--- src/rtl/pipe_hazard_ctrl.sv ---
// Stall/flush sequencer for the 5-stage pipeline: resolves memory freeze, branch
// redirect, load-use and halt into per-buffer enables, plus a stall-cycle counter.
//
// state     | meaning
// ----------+---------------------------------------------------------------
// S_RUN     | normal flow; a pending data-memory access may start a freeze
// S_MEMWAIT | data-memory access outstanding; pipeline frozen until mem_done
// S_HALTED  | halt retired in WB; everything held until rst
module pipe_hazard_ctrl #(
   parameter int CNT_W = 16
) (
   input  logic             clk,
   input  logic             rst,
   input  logic [2:0]       id_rs1,
   input  logic [2:0]       id_rs2,
   input  logic             id_use1,
   input  logic             id_use2,
   input  logic [2:0]       ex_wr_reg,
   input  logic             ex_wr_en,
   input  logic             ex_mem_rd,
   input  logic             ex_br_taken,
   input  logic             mem_req,
   input  logic             mem_done,
   input  logic             wb_halt,
   output logic             pc_wen,
   output logic             ifid_wen,
   output logic             ifid_flush,
   output logic             idex_wen,
   output logic             idex_bubble,
   output logic             exmem_wen,
   output logic             memwb_bubble,
   output logic             halted,
   output logic [CNT_W-1:0] stall_cnt
);

   typedef enum logic [1:0] {
      S_RUN     = 2'd0,
      S_MEMWAIT = 2'd1,
      S_HALTED  = 2'd2
   } state_t;

   state_t           r_state;
   state_t           w_state_nxt;
   logic             r_halted;
   logic [CNT_W-1:0] r_stall_cnt;
   logic             w_freeze;
   logic             w_load_use;
   logic             w_pc_wen_run;

   assign w_freeze = ((r_state == S_RUN) && mem_req && !mem_done) ||
                     ((r_state == S_MEMWAIT) && !mem_done);

   // R0 is deliberately not exempt: it is an ordinary register in this core.
   assign w_load_use = ex_mem_rd && ex_wr_en &&
                       ((id_use1 && (id_rs1 == ex_wr_reg)) ||
                        (id_use2 && (id_rs2 == ex_wr_reg)));

   always_comb begin
      w_state_nxt = r_state;
      case (r_state)
         S_RUN: begin
            if (wb_halt && !w_freeze) w_state_nxt = S_HALTED;
            else if (w_freeze)        w_state_nxt = S_MEMWAIT;
         end
         S_MEMWAIT: begin
            if (wb_halt && !w_freeze) w_state_nxt = S_HALTED;
            else if (mem_done)        w_state_nxt = S_RUN;
         end
         S_HALTED: w_state_nxt = S_HALTED;
         default:  w_state_nxt = S_RUN;
      endcase
   end

   always_comb begin
      pc_wen       = 1'b1;
      ifid_wen     = 1'b1;
      ifid_flush   = 1'b0;
      idex_wen     = 1'b1;
      idex_bubble  = 1'b0;
      exmem_wen    = 1'b1;
      memwb_bubble = 1'b0;
      if (rst) begin
         pc_wen       = 1'b0;
         ifid_wen     = 1'b0;
         idex_wen     = 1'b0;
         exmem_wen    = 1'b0;
         ifid_flush   = 1'b1;
         idex_bubble  = 1'b1;
         memwb_bubble = 1'b1;
      end else if (r_state == S_HALTED) begin
         pc_wen    = 1'b0;
         ifid_wen  = 1'b0;
         idex_wen  = 1'b0;
         exmem_wen = 1'b0;
      end else if (w_freeze) begin
         pc_wen       = 1'b0;
         ifid_wen     = 1'b0;
         idex_wen     = 1'b0;
         exmem_wen    = 1'b0;
         memwb_bubble = 1'b1;
      end else if (ex_br_taken) begin
         // The ID instruction is wrong-path, so any load-use on it is moot.
         ifid_flush  = 1'b1;
         idex_bubble = 1'b1;
      end else if (w_load_use) begin
         pc_wen      = 1'b0;
         ifid_wen    = 1'b0;
         idex_bubble = 1'b1;
      end
   end

   assign w_pc_wen_run = pc_wen;

   always_ff @(posedge clk) begin
      if (rst) begin
         r_state     <= S_RUN;
         r_halted    <= 1'b0;
         r_stall_cnt <= '0;
      end else begin
         r_state  <= w_state_nxt;
         r_halted <= (w_state_nxt == S_HALTED);
         if ((r_state != S_HALTED) && !w_pc_wen_run && !(&r_stall_cnt))
            r_stall_cnt <= r_stall_cnt + 1'b1;
      end
   end

   assign halted    = r_halted;
   assign stall_cnt = r_stall_cnt;

endmodule

--- config.mk ---
export PLATFORM = sky130hd
export DESIGN_NAME = pipe_hazard_ctrl
export DESIGN_NICKNAME = d
export VERILOG_FILES = /design/src/rtl/pipe_hazard_ctrl.sv
export SDC_FILE = /design/constraint.sdc
export NUM_CORES = 1
export LEC_CHECK = 0
export CELL_PAD_IN_SITES_DETAIL_PLACEMENT = 0
export CELL_PAD_IN_SITES_GLOBAL_PLACEMENT = 2
export CORE_ASPECT_RATIO = 1.5
export CORE_UTILIZATION = 22
export CTS_BUF_LIST = sky130_fd_sc_hd__clkbuf_4
export CTS_CLUSTER_DIAMETER = 80
export CTS_CLUSTER_SIZE = 10
export DETAILED_ROUTE_END_ITERATION = 8
export GPL_TIMING_DRIVEN = 0
export PLACE_DENSITY = 0.89
export SYNTH_ARGS = -nofsm -noshare
export SYNTH_HDL_FRONTEND = slang
export SYNTH_SLANG_ARGS = --single-unit
--- constraint.sdc ---
create_clock -name clk -period 1.75 [get_ports clk]
set_input_delay 0.35 -clock clk [delete_from_list [all_inputs] [get_ports clk]]
set_output_delay 0.35 -clock clk [all_outputs]
set_load 0.01 [all_outputs]
==> impl_metrics.env <==
export IMPL_status="finished, violations left"
export IMPL_violations="negative setup slack"
export IMPL_cts_tree="yes"
export IMPL_arrival_ps=1660
export IMPL_ys_seq_area_frac=0.3435
export IMPL_clk_insertion_delay_late_ps=310
export IMPL_ys_ff_latch=19
export IMPL_crit_family="simple AND/OR/NAND/NOR gates"
export IMPL_avgSynthCellArea_um2=7.966
export IMPL_cts_root_buf="clkbuf_4"
export IMPL_cpPeakStageDelay_ps=410
export IMPL_ant_nets=0
export IMPL_dieArea_mm2=0.005327
export IMPL_synth_area_leader_cell="dfxtp_1"
export IMPL_port_buffers=41
export IMPL_setup_worst_path_start="r_state[1]"
export IMPL_place_congestion=0.7507
export IMPL_drc_errors=0
export IMPL_insertedDiodeCount=0
export IMPL_path_buf_inv=1
export IMPL_vias=1313
export IMPL_syn_to_final_growth_pct=88.36
export IMPL_overflow=0
export IMPL_synthCells=139
export IMPL_p_leak_nw=0.7474
export IMPL_setup_viol=14
export IMPL_worst_ep_required_time_ps=1400
export IMPL_drt_iter0_markers=30
export IMPL_dp_cells=246
export IMPL_wl_mm=3.603
export IMPL_cp_common_cell="a21o_1"
export IMPL_htreeDepth=1
export IMPL_rsz0062_at_grt="true"
export IMPL_reg2reg_depth=9
export IMPL_synth_distinct_cells=33
export IMPL_hold_path_depth=3
export IMPL_finish_utilization=0.4302
export IMPL_viasPerCell=4.881
export IMPL_drive_gt1_frac=0.5271
export IMPL_drt_pass1_iterations=4
export IMPL_worst_path_stages=5
export IMPL_grt_usage=0.1407
export IMPL_grt_start_max_net_pins=11
export IMPL_antenna_found_initial=0
export IMPL_ios=43
export IMPL_cts_sinks=19
export IMPL_fin_worst_skew_ps=6.280
export IMPL_worst_pin_slew_ps=358.2
export IMPL_crit_chain="or3_4, and2_4, a21o_1, a21o_1, buf_2"
export IMPL_num_rows=31
export IMPL_worst_setup_path_type="flip-flop to output pin"
export IMPL_fin_nets=224
export IMPL_irDropWorstVdd_mv=0.1932
export IMPL_grt_pass1_vias=1264
export IMPL_fin_cells=269
export IMPL_wire_per_inst_um=13.39
export IMPL_fin_crit_sh=1.150
export IMPL_finalMaxSlewViolations=0
export IMPL_clk_pin_slew_ps=120
export IMPL_synth_fp_nets=159
export IMPL_final_hold_violation_count=0
export IMPL_hp_class="input pin to flip-flop"
export IMPL_setup_slack_ps=-261.8
export IMPL_relSlewSlack=0.7612
export IMPL_clock_path_buffers=2
export IMPL_max_freq_mhz=497.1
export IMPL_timing_rr_start="stall_cnt[0]"
export IMPL_dp_hpwl_mm=2.347
export IMPL_yosysTopAreaCellShare=0.3435
export IMPL_grt_pass1_wl_mm=5.609
export IMPL_powerDensity_mw_per_mm2=475.3
export IMPL_hold_worst_slack_ps=490.2
export IMPL_start_kind="flip-flop"
export IMPL_max_cap_viol_count=0
export IMPL_syn_cell_area_mm2=0.001107
export IMPL_die_y_um=88.89
export IMPL_synth_area_leaders="dfxtp_1 (34%), a21oi_1 (7.7%), or3_1 (6.8%)"
export IMPL_die_w_um=59.93
export IMPL_ys_warn_count=0
export IMPL_cts_buffers=3
export IMPL_core_mm2=0.004848
export IMPL_end_kind="output pin"
export IMPL_min_from="mem_done"
export IMPL_critPathMaxFanout=5
export IMPL_slowest_stage="or3_4"
export IMPL_final_min_clock_period_ps=2012
export IMPL_initial_core_util=0.2284
-- synthesized netlist by cell type, drive strengths merged --
library cell,count
nand2b,1
nand3b,2
nand3,4
nor3,2
o31ai,4
nand2,11
and2,1
nor4,2
mux2,1
nor2,6
nor2b,2
a2bb2oi,1
inv,1
o31a,1
clkbuf,7
o21ai,11
ha,1
xnor2,6
nand4,8
or3,12
buf,3
a211oi,1
and4,1
a21o,2
and3,4
a21oi,18
dfxtp,19
or4,6
o21ba,1
-- per-layer routing --
metal / global-route usage / wire, um / vias to the layer above
met2: 0.2606 / 1946 / 46
met1: 0.1511 / 1417 / 613
met3: 0.02460 / 174 / 7
met4: 0.06342 / 65 / 0
li1: - / - / 647
met5: 0 / 0 / -
-- sequential cells by signal, summed over array words and instances (netlist names) --
register	count
stall_cnt	16
r_state	2
halted	1
-- worst paths after layout --
| path | to | slack, ps |
|---|---|---|
| setup / recovery | idex_bubble | -260 |
| hold / removal | r_state[1] | 490 |
| setup reg to reg | stall_cnt[3] | -70 |
| hold reg to reg | stall_cnt[2] | 500 |
-- logic make-up after synthesis --
family / after synthesis / synth area share
compound gates: 39 / 0.2113
xor+xnor: 6 / 0.04746
fa+ha+maj: 1 / 0.01130
buf+inv: 11 / 0.05084
flops: 19 / 0.3435
mux: 1 / 0.01017
simple gates: 62 / 0.3254
-- through the flow --
stage	TNS, ps	setup WS [ps]	cell area, um^2	power [mW]
3_5_place_dp	-15420	-865.4	1667	0.6888
4_1_cts	-1072	-260.2	1984	0.9912
3_3_place_gp	-15620	-870.5	1667	0.6910
2_1_floorplan	-210.1	-89.74	1174	0.5738
6_report	-1017	-261.8	2086	0.9913
5_1_grt	-1920	-330.7	2086	1.037
-- report_power, final --
| group | total [mW] | switching, mW | internal (mW) |
|---|---|---|---|
| Combinational | 0.289 | 0.134 | 0.155 |
| Clock | 0.253 | 0.149 | 0.104 |
| Sequential | 0.449 | 0.0103 | 0.439 |
| Total | 0.991 | 0.293 | 0.698 |
-- tightest hold or removal path, delay by kind of cell --
family	cells	cell delay, ps
buffers and inverters	1	260
AND/OR/NAND/NOR	1	100
AO/OA/AOI/OAI	1	60
-- cells in the final DEF, fill, tap and decap left out, types with 3 or more instances in the layout --
| cell | netlist | routed |
|---|---|---|
| clkdlybuf4s50_1 | 0 | 19 |
| buf_4 | 2 | 16 |
| buf_6 | 1 | 14 |
| a21oi_1 | 17 | 11 |
| nand4_1 | 8 | 8 |
| or3_1 | 12 | 8 |
| dfxtp_1 | 19 | 7 |
| buf_2 | 0 | 7 |
| xnor2_2 | 0 | 6 |
| a21oi_2 | 1 | 6 |
| dlygate4sd2_1 | 0 | 6 |
| dfxtp_2 | 0 | 6 |
| dfxtp_4 | 0 | 6 |
| nand2_1 | 11 | 5 |
| or4_4 | 0 | 5 |
| o21ai_0 | 11 | 5 |
| clkbuf_4 | 0 | 5 |
| or3_4 | 0 | 4 |
| nor2_1 | 6 | 4 |
| o21ai_1 | 0 | 4 |
| clkbuf_2 | 0 | 3 |
| nand2_2 | 0 | 3 |
| nand3_4 | 0 | 3 |
| o31ai_1 | 4 | 3 |
-- cell type report --
cell class              instances  area, um^2
well taps                      66       82.58
flip-flops and latches         19       410.4
inverters                       1       3.754
multi-input cells             109       937.1
repair buffers                 61       548.0
plain buffers                   9       73.82
clock buffers                   4       30.03
fillers                       471        2763
-- timing repair --
item                                    4_1_cts  5_1_grt
pin swaps                                    32       29
hold buffers                                  0        0
gates cloned                                  2        0
setup buffers                                20        3
endpoints found under the setup margin       23       24
gates resized for setup                     128       34
Note: power is estimated with default switching activity, not from simulation.
